`src/rtl/alu_share_arbiter.sv`:
```
// Round-robin share of one combinational ALU between two requesters.
// Optional grant statistics: define ALU_SHARE_STATS_EN.
module alu_share_arbiter #(
   parameter int               WIDTH   = 16,
   parameter int               OPW     = 3,
   parameter logic [OPW-1:0]   IDLE_OP = 3'b111
) (
   input  logic             clk,
   input  logic             rst_n,
   input  logic             req0_valid,
   output logic             req0_ready,
   input  logic [OPW-1:0]   req0_op,
   input  logic [WIDTH-1:0] req0_a,
   input  logic [WIDTH-1:0] req0_b,
   input  logic             req1_valid,
   output logic             req1_ready,
   input  logic [OPW-1:0]   req1_op,
   input  logic [WIDTH-1:0] req1_a,
   input  logic [WIDTH-1:0] req1_b,
   output logic [WIDTH-1:0] alu_a,
   output logic [WIDTH-1:0] alu_b,
   output logic [OPW-1:0]   alu_op,
   input  logic [WIDTH-1:0] alu_result,
   input  logic             alu_zero,
   output logic             rsp_valid,
   input  logic             rsp_ready,
   output logic             rsp_id,
   output logic [WIDTH-1:0] rsp_result,
   output logic             rsp_zero
`ifdef ALU_SHARE_STATS_EN
   ,
   input  logic             stats_clr,
   output logic [15:0]      gnt0_count,
   output logic [15:0]      gnt1_count
`endif
);

   typedef enum logic [1:0] {IDLE, EXEC, RESP} state_t;

   state_t           state, state_nxt;
   logic             last_grant;
   logic             gnt;
   logic             hs;
   logic [OPW-1:0]   op_q;
   logic [WIDTH-1:0] a_q, b_q;
   logic             id_q;

   // Contest goes to whoever did not win last time.
   always_comb begin
      gnt = 1'b0;
      if (req0_valid && req1_valid) gnt = ~last_grant;
      else if (req1_valid)          gnt = 1'b1;
   end

   assign req0_ready = (state == IDLE) && req0_valid && !gnt;
   assign req1_ready = (state == IDLE) && req1_valid && gnt;
   assign hs         = req0_ready || req1_ready;

   always_comb begin
      state_nxt = state;
      unique case (state)
         IDLE:    if (hs) state_nxt = EXEC;
         EXEC:    state_nxt = RESP;
         RESP:    if (rsp_ready) state_nxt = IDLE;
         default: state_nxt = IDLE;
      endcase
   end

   always_ff @(posedge clk or negedge rst_n) begin
      if (!rst_n) state <= IDLE;
      else        state <= state_nxt;
   end

   always_ff @(posedge clk or negedge rst_n) begin
      if (!rst_n) begin
         last_grant <= 1'b1;
         op_q       <= IDLE_OP;
         a_q        <= '0;
         b_q        <= '0;
         id_q       <= 1'b0;
         rsp_valid  <= 1'b0;
         rsp_result <= '0;
         rsp_zero   <= 1'b0;
      end else begin
         unique case (state)
            IDLE: begin
               if (hs) begin
                  op_q       <= gnt ? req1_op : req0_op;
                  a_q        <= gnt ? req1_a  : req0_a;
                  b_q        <= gnt ? req1_b  : req0_b;
                  id_q       <= gnt;
                  last_grant <= gnt;
               end
            end
            EXEC: begin
               rsp_result <= alu_result;
               rsp_zero   <= alu_zero;
               rsp_valid  <= 1'b1;
            end
            RESP: begin
               if (rsp_ready) begin
                  rsp_valid <= 1'b0;
                  op_q      <= IDLE_OP;
               end
            end
            default: ;
         endcase
      end
   end

   assign alu_a  = a_q;
   assign alu_b  = b_q;
   assign alu_op = op_q;
   assign rsp_id = id_q;

`ifdef ALU_SHARE_STATS_EN
   always_ff @(posedge clk or negedge rst_n) begin
      if (!rst_n) begin
         gnt0_count <= '0;
         gnt1_count <= '0;
      end else if (stats_clr) begin
         gnt0_count <= '0;
         gnt1_count <= '0;
      end else begin
         if (req0_ready && gnt0_count != 16'hFFFF)
            gnt0_count <= gnt0_count + 16'd1;
         if (req1_ready && gnt1_count != 16'hFFFF)
            gnt1_count <= gnt1_count + 16'd1;
      end
   end
`endif

endmodule

```
`config.mk`:
```
export PLATFORM = sky130hd
export DESIGN_NAME = alu_share_arbiter
export DESIGN_NICKNAME = d
export VERILOG_FILES = /design/src/rtl/alu_share_arbiter.sv
export SDC_FILE = /design/constraint.sdc
export NUM_CORES = 1
export LEC_CHECK = 0
export CAP_MARGIN = 40
export CELL_PAD_IN_SITES_DETAIL_PLACEMENT = 0
export CELL_PAD_IN_SITES_GLOBAL_PLACEMENT = 1
export CORE_MARGIN = 2
export CORE_UTILIZATION = 30
export DETAILED_ROUTE_END_ITERATION = 10
export GPL_TIMING_DRIVEN = 0
export PLACE_DENSITY = 0.79
export SLEW_MARGIN = 20
export SYNTH_ARGS = -nofsm -noshare
export SYNTH_HDL_FRONTEND = slang
export SYNTH_SLANG_ARGS = --single-unit
export TNS_END_PERCENT = 20
```
`constraint.sdc`:
```
create_clock -name clk -period 2.66 [get_ports clk]
set_clock_uncertainty 0.2 [all_clocks]
set_input_delay 0.532 -clock clk [delete_from_list [all_inputs] [get_ports clk]]
set_output_delay 0.532 -clock clk [all_outputs]
set_load 0.01 [all_outputs]
```
==> flow_metrics.env <==
export IMPL_status="finished, final reports clean"
export IMPL_vias_per_cell=4.83
export IMPL_synthTopCellsByArea="dfrtp_1 47%, a31oi_4 12%, nand2_1 8.8%"
export IMPL_io_buffers=147
export IMPL_syn_inst=248
export IMPL_p_per_area_nw_per_um2=1130
export IMPL_synth_distinct_cells=29
export IMPL_synth_ff_type="dfrtp_1"
export IMPL_instances_no_fill=524
export IMPL_clk_pin_slew_ns=0.07
export IMPL_rsz0062_at_grt="false"
export IMPL_critPathRequiredTime_ns=1.93
export IMPL_clockRootBuffer="clkbuf_8"
export IMPL_crit_path_start_kind="input port"
export IMPL_synth_area_leader_cell="dfrtp_1"
export IMPL_min_path_type="register to register"
export IMPL_fin_crit_ns=2.53
export IMPL_setup_viol=0
export IMPL_setup_tns_final_ns=0
export IMPL_drv_cap=0
export IMPL_reg2reg_depth=5
export IMPL_ios=148
export IMPL_areaGrowthSynthToFinish_pct=68.0
export IMPL_grt_max_degree=33
export IMPL_diodes=0
export IMPL_cts_inserted_buffers=9
export IMPL_first_pass_iters=4
export IMPL_grt_total_usage=0.161
export IMPL_syn_nets=340
export IMPL_synthesis_area_um2=2810
export IMPL_htree_levels=3
export IMPL_yosys_warnings=0
export IMPL_routed_wl_um=8190
export IMPL_dr_first_iter_drc_count=34
export IMPL_synthTopCellsByCount="66 x nand2_1, 53 x dfrtp_1, 35 x a21oi_1, 17 x a31oi_1, 16 x a31oi_4"
export IMPL_total_power_mw=5.35
export IMPL_start_util=0.307
export IMPL_slew_violations=0
export IMPL_gp_congestion=0.729
export IMPL_grt_pass1_vias=2596
export IMPL_syn_avg_cell_area_um2=11.3
export IMPL_ys_seq_area_frac=0.510
export IMPL_end_kind="primary output"
export IMPL_yosysMostFrequentCell="nand2_1"
export IMPL_fp_row_count=35
export IMPL_startpoint="req1_valid"
export IMPL_max_freq_mhz=395
export IMPL_core_area_um2=9150
export IMPL_max_clock_path_buffers=2
export IMPL_dp_cells=507
export IMPL_drc=0
export IMPL_cts_tree="done"
export IMPL_irDropWorstVdd_mv=0.539
export IMPL_clkSinkCount=57
export IMPL_grt_pass1_wl_um=12600
export IMPL_drive_above_1_share=0.184
export IMPL_crit_fanout=9
export IMPL_fin_crit_sh=0.951
export IMPL_insertion_delay_ns=0.33
export IMPL_tightest_slew_ns=0.515
export IMPL_reg2reg_from="state[1]"
export IMPL_hold_depth=1
export IMPL_async_reset_ff_frac=1.00
export IMPL_arrival_ns=1.80
export IMPL_fp_dieW_um=101
export IMPL_antenna_found_initial=0
export IMPL_slew_headroom=0.657
export IMPL_die_area_um2=10200
export IMPL_worstHoldStart="rsp_id"
export IMPL_routedWlPerCell_um=15.6
export IMPL_crit_type="input port to primary output"
export IMPL_cellLeakagePower_nw=1.88
export IMPL_finalHoldViolCount=0
export IMPL_hpwl_um=6060
export IMPL_grt_overflow=0
export IMPL_synth_edf_count=0
export IMPL_nets=500
export IMPL_vias=2532
export IMPL_synth_top_area_share=0.472
export IMPL_die_h_um=101
export IMPL_antenna_left=0
export IMPL_ys_ff_latch=57
[path summary, 6_finish.rpt]
kind | to | slack (ns)
worst max-delay path | req1_ready | 0.13
worst min-delay path | rsp_id | 0.29
worst max register to register | alu_b[5] | 0.84
worst min register to register | rsp_id | 0.29
max in group asynchronous | rsp_valid | 1.32
min in group asynchronous | alu_b[7] | 0.46
[through the flow]
stage	hold slack, ns	cell area (µm²)	setup slack [ns]	utilization
floorplan	0.0364	2810	0.721	-
detailed placement	0.273	4440	-0.525	0.485
finish	0.286	4720	0.129	0.516
global route	0.306	4720	0.0625	0.516
global placement	0.261	4420	-1.01	0.483
CTS	0.289	4720	0.00481	0.516
[power by group]
group | leakage [nW] | internal, mW | switching [mW] | total (mW)
Clock | 0.126 | 0.643 | 0.358 | 1.00
Combinational | 1.10 | 1.53 | 1.23 | 2.76
Sequential | 0.647 | 1.33 | 0.251 | 1.58
Total | 1.88 | 3.50 | 1.84 | 5.35
[sequential cells by signal (all words and copies together), names as in the netlist]
register    count
last_grant      1
rsp_id          1
alu_a          16
rsp_result     16
alu_b          16
alu_op          3
rsp_zero        1
rsp_valid       1
state           2
[cell families after synthesis]
group,synth area share
flip-flops,0.510
buffers and inverters,0.0508
AND/OR/NAND/NOR,0.107
AO/OA/AOI/OAI,0.254
multiplexers,0.0788
[repair_timing]
item                                    CTS  global route
buffers inserted                          1             0
endpoints found under the setup margin    2             1
hold endpoints to repair                 21             0
pin swaps                                 0             0
resized for setup                        10             1
hold buffers                              1             0
[worst max-delay path, stage by stage]
cell and delay (ns):
clkdlybuf4s50_1 0.52, a21bo_2 0.33, nor3_4 0.15, clkdlybuf4s15_2 0.26
[area by class of cell]
class | count | area, µm²
multi-input combinational | 169 | 1250
buffer | 19 | 140
clock buffer | 10 | 138
tap | 111 | 139
timing repair buffer | 150 | 1510
clock inverter | 6 | 105
sequential | 57 | 1430
fill | 844 | 4430
inverter | 2 | 7.51
[routing by layer]
layer / GRT usage / up-vias / share of wire / wire length [µm]
met4: 0.0569 / 0 / 0.013 / 108
met3: 0.0479 / 12 / 0.078 / 638
met2: 0.276 / 90 / 0.50 / 4090
met1: 0.191 / 1238 / 0.41 / 3350
li1: - / 1192 / - / -
met5: 0 / - / 0 / 0
[cell usage in the layout, fill, tap and decap left out, types with 3 or more instances in the layout]
cell               n
clkdlybuf4s50_1  143
nand2_1           66
dfrtp_1           53
a21oi_1           35
a31oi_1           17
a31oi_4           16
mux2_2            15
clkbuf_8          11
clkbuf_1           8
buf_2              4
dfstp_2            4
buf_6              3
buf_4              3
mux2i_1            3
a2bb2oi_2          3
bufinv_16          3
clkinv_2           3
Note: power is estimated with default switching activity, not from simulation.
